==> config.mk <==
export PLATFORM = sky130hd
export DESIGN_NAME = operand_conv_arbiter
export DESIGN_NICKNAME = d
export VERILOG_FILES = /design/src/rtl/operand_conv_arbiter.sv
export SDC_FILE = /design/constraint.sdc
export NUM_CORES = 1
export LEC_CHECK = 0
export ABC_AREA = 1
export BUFFER_PORTS_ARGS = -buffer_cell sky130_fd_sc_hd__buf_4
export CORE_MARGIN = 2
export CORE_UTILIZATION = 45
export DETAILED_ROUTE_END_ITERATION = 8
export GPL_TIMING_DRIVEN = 0
export PLACE_DENSITY = 0.76
export SLEW_MARGIN = 20
export SYNTH_ARGS = -nofsm -noshare
export SYNTH_HDL_FRONTEND = slang
export SYNTH_SLANG_ARGS = --single-unit
==> constraint.sdc <==
create_clock -name clk -period 3.1 [get_ports clk]
set_clock_uncertainty 0.15 [all_clocks]
set_input_delay 0.155 -clock clk [delete_from_list [all_inputs] [get_ports clk]]
set_output_delay 0.155 -clock clk [all_outputs]
set_load 0.02 [all_outputs]
==> src/rtl/operand_conv_arbiter.sv <==
// Two-requester round-robin arbiter feeding a sign/magnitude converter with a
// single output register; width-mode changes drain the output before taking effect.
module operand_conv_arbiter #(
    parameter logic RR_INIT = 1'b0
) (
    input  logic        clk,
    input  logic        rst_n,
    input  logic        cfg_width,
    input  logic        cfg_we,
    input  logic        a_valid,
    output logic        a_ready,
    input  logic [15:0] a_data,
    input  logic        b_valid,
    output logic        b_ready,
    input  logic [15:0] b_data,
    output logic        out_valid,
    input  logic        out_ready,
    output logic [15:0] out_mag,
    output logic [1:0]  out_sign,
    output logic        out_src,
    output logic        cur_width
);

    typedef enum logic {
        RUN   = 1'b0,
        DRAIN = 1'b1
    } state_t;

    state_t      state_r;
    state_t      state_nxt_s;
    logic        rr_ptr_r;
    logic        cur_width_r;
    logic        width_nxt_s;
    logic        pending_r;
    logic        pending_nxt_s;
    logic        out_valid_r;
    logic [15:0] out_mag_r;
    logic [1:0]  out_sign_r;
    logic        out_src_r;
    logic        slot_free_s;
    logic        cfg_change_s;
    logic        grant_ok_s;
    logic        grant_a_s;
    logic        grant_b_s;
    logic [15:0] sel_data_s;
    logic [17:0] conv_s;

    // Two's-complement magnitude; the most negative value maps onto itself.
    function automatic logic [15:0] abs16(input logic [15:0] d);
        abs16 = d[15] ? (16'd0 - d) : d;
    endfunction

    function automatic logic [7:0] abs8(input logic [7:0] d);
        abs8 = d[7] ? (8'd0 - d) : d;
    endfunction

    // Returns {sign[1:0], mag[15:0]} for the given width mode.
    function automatic logic [17:0] convert(input logic [15:0] d, input logic w);
        if (w) begin
            convert = {d[15], d[7], abs8(d[15:8]), abs8(d[7:0])};
        end else begin
            convert = {d[15], 1'b0, abs16(d)};
        end
    endfunction

    assign slot_free_s  = !out_valid_r || out_ready;
    assign cfg_change_s = cfg_we && (cfg_width != cur_width_r);

    // Mode FSM: decides whether grants are allowed and when a pending width lands.
    always_comb begin
        state_nxt_s   = state_r;
        pending_nxt_s = pending_r;
        width_nxt_s   = cur_width_r;
        grant_ok_s    = 1'b0;
        case (state_r)
            RUN: begin
                if (cfg_change_s) begin
                    pending_nxt_s = cfg_width;
                    state_nxt_s   = DRAIN;
                end else begin
                    grant_ok_s = slot_free_s;
                end
            end
            DRAIN: begin
                if (cfg_we) begin
                    pending_nxt_s = cfg_width;
                end else begin
                    pending_nxt_s = pending_r;
                end
                if (slot_free_s) begin
                    width_nxt_s = pending_nxt_s;
                    state_nxt_s = RUN;
                end else begin
                    width_nxt_s = cur_width_r;
                end
            end
            default: begin
                state_nxt_s = RUN;
            end
        endcase
    end

    // Pointer names the requester favoured on contention.
    assign grant_a_s  = rst_n && grant_ok_s && a_valid && (!b_valid || (rr_ptr_r == 1'b0));
    assign grant_b_s  = rst_n && grant_ok_s && b_valid && (!a_valid || (rr_ptr_r == 1'b1));
    assign a_ready    = grant_a_s;
    assign b_ready    = grant_b_s;
    assign sel_data_s = grant_b_s ? b_data : a_data;
    assign conv_s     = convert(sel_data_s, cur_width_r);

    // Control state: FSM, width mode, pending width and round-robin pointer.
    always_ff @(posedge clk or negedge rst_n) begin
        if (!rst_n) begin
            state_r     <= RUN;
            cur_width_r <= 1'b0;
            pending_r   <= 1'b0;
            rr_ptr_r    <= RR_INIT;
        end else begin
            state_r     <= state_nxt_s;
            cur_width_r <= width_nxt_s;
            pending_r   <= pending_nxt_s;
            if (grant_a_s) begin
                rr_ptr_r <= 1'b1;
            end else if (grant_b_s) begin
                rr_ptr_r <= 1'b0;
            end else begin
                rr_ptr_r <= rr_ptr_r;
            end
        end
    end

    // Output register: loads on acceptance, empties when consumed, holds otherwise.
    always_ff @(posedge clk or negedge rst_n) begin
        if (!rst_n) begin
            out_valid_r <= 1'b0;
            out_mag_r   <= 16'd0;
            out_sign_r  <= 2'b00;
            out_src_r   <= 1'b0;
        end else if (grant_a_s || grant_b_s) begin
            out_valid_r <= 1'b1;
            out_mag_r   <= conv_s[15:0];
            out_sign_r  <= conv_s[17:16];
            out_src_r   <= grant_b_s;
        end else if (out_ready) begin
            out_valid_r <= 1'b0;
        end else begin
            out_valid_r <= out_valid_r;
        end
    end

    assign out_valid = out_valid_r;
    assign out_mag   = out_mag_r;
    assign out_sign  = out_sign_r;
    assign out_src   = out_src_r;
    assign cur_width = cur_width_r;

endmodule

==> flow_summary.yaml <==
synth:
  ys_ff_latch: 24
  synth_edf_count: 0
  yosysTopAreaCell: "dfrtp_1"
  synthSimpleGateAreaFrac_pct: 34.7
  synth-xor-area-share_pct: 2.57
  synthCells: 243
  yosysTopAreaCellShare_pct: 35.3
  synth_cell_types: 34
  syn-num-nets: 285
  synth-seq-area-share_pct: 35.3
  async_flop_share_pct: 100
  syn_area_um2: 1700
  synth_compound_area_share_pct: 13.8
  synth_top_family_by_area: "simple AND/OR/NAND/NOR gates"
  synthAdderAreaFrac_pct: 2.21
  synth_flop_cell: "dfrtp_1"
  synth.area.mux_share_pct: 0.588
  synth_area_leaders: "dfrtp_1, nand2_1, inv_1"
  ys_warn_count: 0
  syn_avg_cell_area_um2: 7.00
global_routing:
  use_met1_pct: 26.2
  grt_max_degree: 26
  use_met2_pct: 36.1
  grt_pass1_wl_mm: 6.96
  grt_use_met3_pct: 3.25
  grt_use_total_pct: 20.6
  overflow: 0
  top_usage_layer: "met2"
  grt_pass1_vias: 1607
  grt_antenna_before_repair: 0
critical_path:
  cp.required_ns: 3.13
  end_kind: "flop"
  rr_worst_depth: 14
  start_kind: "input pin"
  critPathArrivalTime_ns: 2.79
  worstPathMaxFanout: 25
  worstSetupPathType: "input pin to flop"
timing:
  slew_headroom_pct: 72.4
  tightest_slew_ns: 0.413
  layout_worst_path_cycle_share_pct: 89.0
  hold_violations: 0
  finalWorstSetupSlack_ns: 0.340
  fmax_mhz: 362
  rsz0062_at_grt: "false"
  setup_viol: 0
  drv_slew: 0
  fin_tns_setup_ns: 0
  whs_ns: 0.0941
  min_period_ns: 2.76
layout:
  diodes: 0
  layout_commonest_cell: "nand2_1"
  synthToLayoutAreaGrowth_pct: 36.2
  final_cell_mix: "nand2_1, buf_4, inv_1, dfrtp_1, nor2_1"
  drive_above_1_share_pct: 31.7
  nets: 355
hold_path:
  hold_path.class: "input pin to flop"
  hold_depth: 4
floorplanning:
  rows: 22
  dieArea_um2: 4290
  die_h_um: 65.5
  die_width_um: 65.5
  start_util_pct: 46.5
  core_area_um2: 3660
  ios: 62
pwr:
  switching_share_pct: 44.3
  vdd_drop_max_mv: 0.358
  power_density_nw_per_um2: 746
  power_leakage_uw: 0.00128
  p_int_uw: 963
  power_frac_comb_pct: 56.1
  pwr-share-seq_pct: 31.6
  p_sw_uw: 766
  p_clk_share_pct: 12.3
clock_network:
  cts_tree: "yes"
  cts_made_buffers: 3
  htree_levels: 1
  clk_pin_slew_worst_paths_ns: 0.08
  cts.sinks: 24
  cts.path.max_buffers: 2
  ctsRootBufferMaster: "clkbuf_8"
  clkLatencyLatePin_ns: 0.26
detailed_routing:
  first_iter_violations: 81
  drt_drc_violations_left: 0
  vias_per_cell: 4.74
  detail_route.wl_per_cell_um: 11.3
  wl_mm: 4.06
  dr_total_vias: 1706
  antenna_left: 0
  dr.pass1.iters: 4
placement:
  hpwl_mm: 3.24
  port_buffers: 61
  gp_congestion: 0.828
  place_ws_ns: 0.307
flow_run:
  cap_viol_max_count: 0
outcome:
  status: "completed"
[stage by stage]
stage	util, %	power [uW]	instance area [um2]	instances
6_report	63.3	1730	2320	360
5_1_grt	63.3	1880	2320	360
4_1_cts	62.7	1740	2290	358
3_5_place_dp	60.6	1520	2220	352
3_3_place_gp	60.6	1500	2220	352
2_1_floorplan	-	1160	1700	243
[cells by family after synthesis]
logic type               count (synthesis)
multiplexers                             1
buffers and inverters                   44
XOR/XNOR                                 5
flip-flops                              24
AND/OR/NAND/NOR                        130
AO/OA/AOI/OAI                           36
adder cells (fa/ha/maj)                  3
[area by class of cell]
type	count	area, um2
Multi-Input combinational cell	175	921
Tap cell	48	60.1
Fill cell	372	1340
Clock buffer	4	55.1
Timing Repair Buffer	65	497
Sequential cell	24	601
Buffer	6	41.3
Inverter	38	143
[flip-flops by register name, summed over array words and instances, names as in the netlist]
name,count
rr_ptr_r,1
out_sign,2
out_valid,1
state_r,1
out_mag,16
pending_r,1
out_src,1
cur_width,1
[Yosys cell counts, drive strengths merged (3+ instances only)]
master / count
a21oi: 3
buf: 5
nand3: 17
o211ai: 3
o21ai: 26
nand2: 82
nor2: 21
xor2: 3
nand4: 5
dfrtp: 24
inv: 37
ha: 3
[what timing repair did]
item / CTS / global route
hold buffers: 2 / 0
gates resized for setup: 0 / 2
endpoints found under the setup margin: 0 / 4
hold endpoints to repair: 25 / 0
setup buffers: 0 / 2
[worst max-delay path: stages]
cell           delay [ns]
dlygate4sd3_1        0.54
buf_6                0.25
inv_1                0.08
nor2_2               0.24
nand4_4              0.18
o21ai_2              0.22
nand2_1              0.12
nor2_4               0.15
inv_1                0.06
nor2_1               0.10
ha_1                 0.24
o211ai_1             0.17
o21ai_0              0.10
o21ai_0              0.18
[layer usage]
layer / share of wire, % / wire length, um / up-vias
li1: - / - / 907
met1: 45 / 1810 / 745
met2: 49 / 1980 / 47
met3: 5.6 / 226 / 7
met4: 1.2 / 49 / 0
met5: 0 / 0 / -
[final timing paths]
check                            from  slack [ns]          end
setup / recovery                rst_n        0.34   out_mag[7]
hold / removal             b_data[13]        0.09  out_mag[15]
setup reg to reg            cur_width        0.43   out_mag[7]
hold reg to reg               out_src        0.34      out_src
max in group asynchronous       rst_n        2.45    pending_r
min in group asynchronous       rst_n        0.15   out_mag[3]
[power by group through the flow]
| stage | Combinational, uW | Sequential (uW) | Clock [uW] |
|---|---|---|---|
| after floorplan | 468 | 693 | 0 |
| after global placement | 949 | 549 | 0 |
| after detailed placement | 969 | 552 | 0 |
| after CTS | 973 | 548 | 222 |
| after global routing | 1080 | 565 | 230 |
| final | 969 | 546 | 213 |
(Power assumes the default switching activity.)
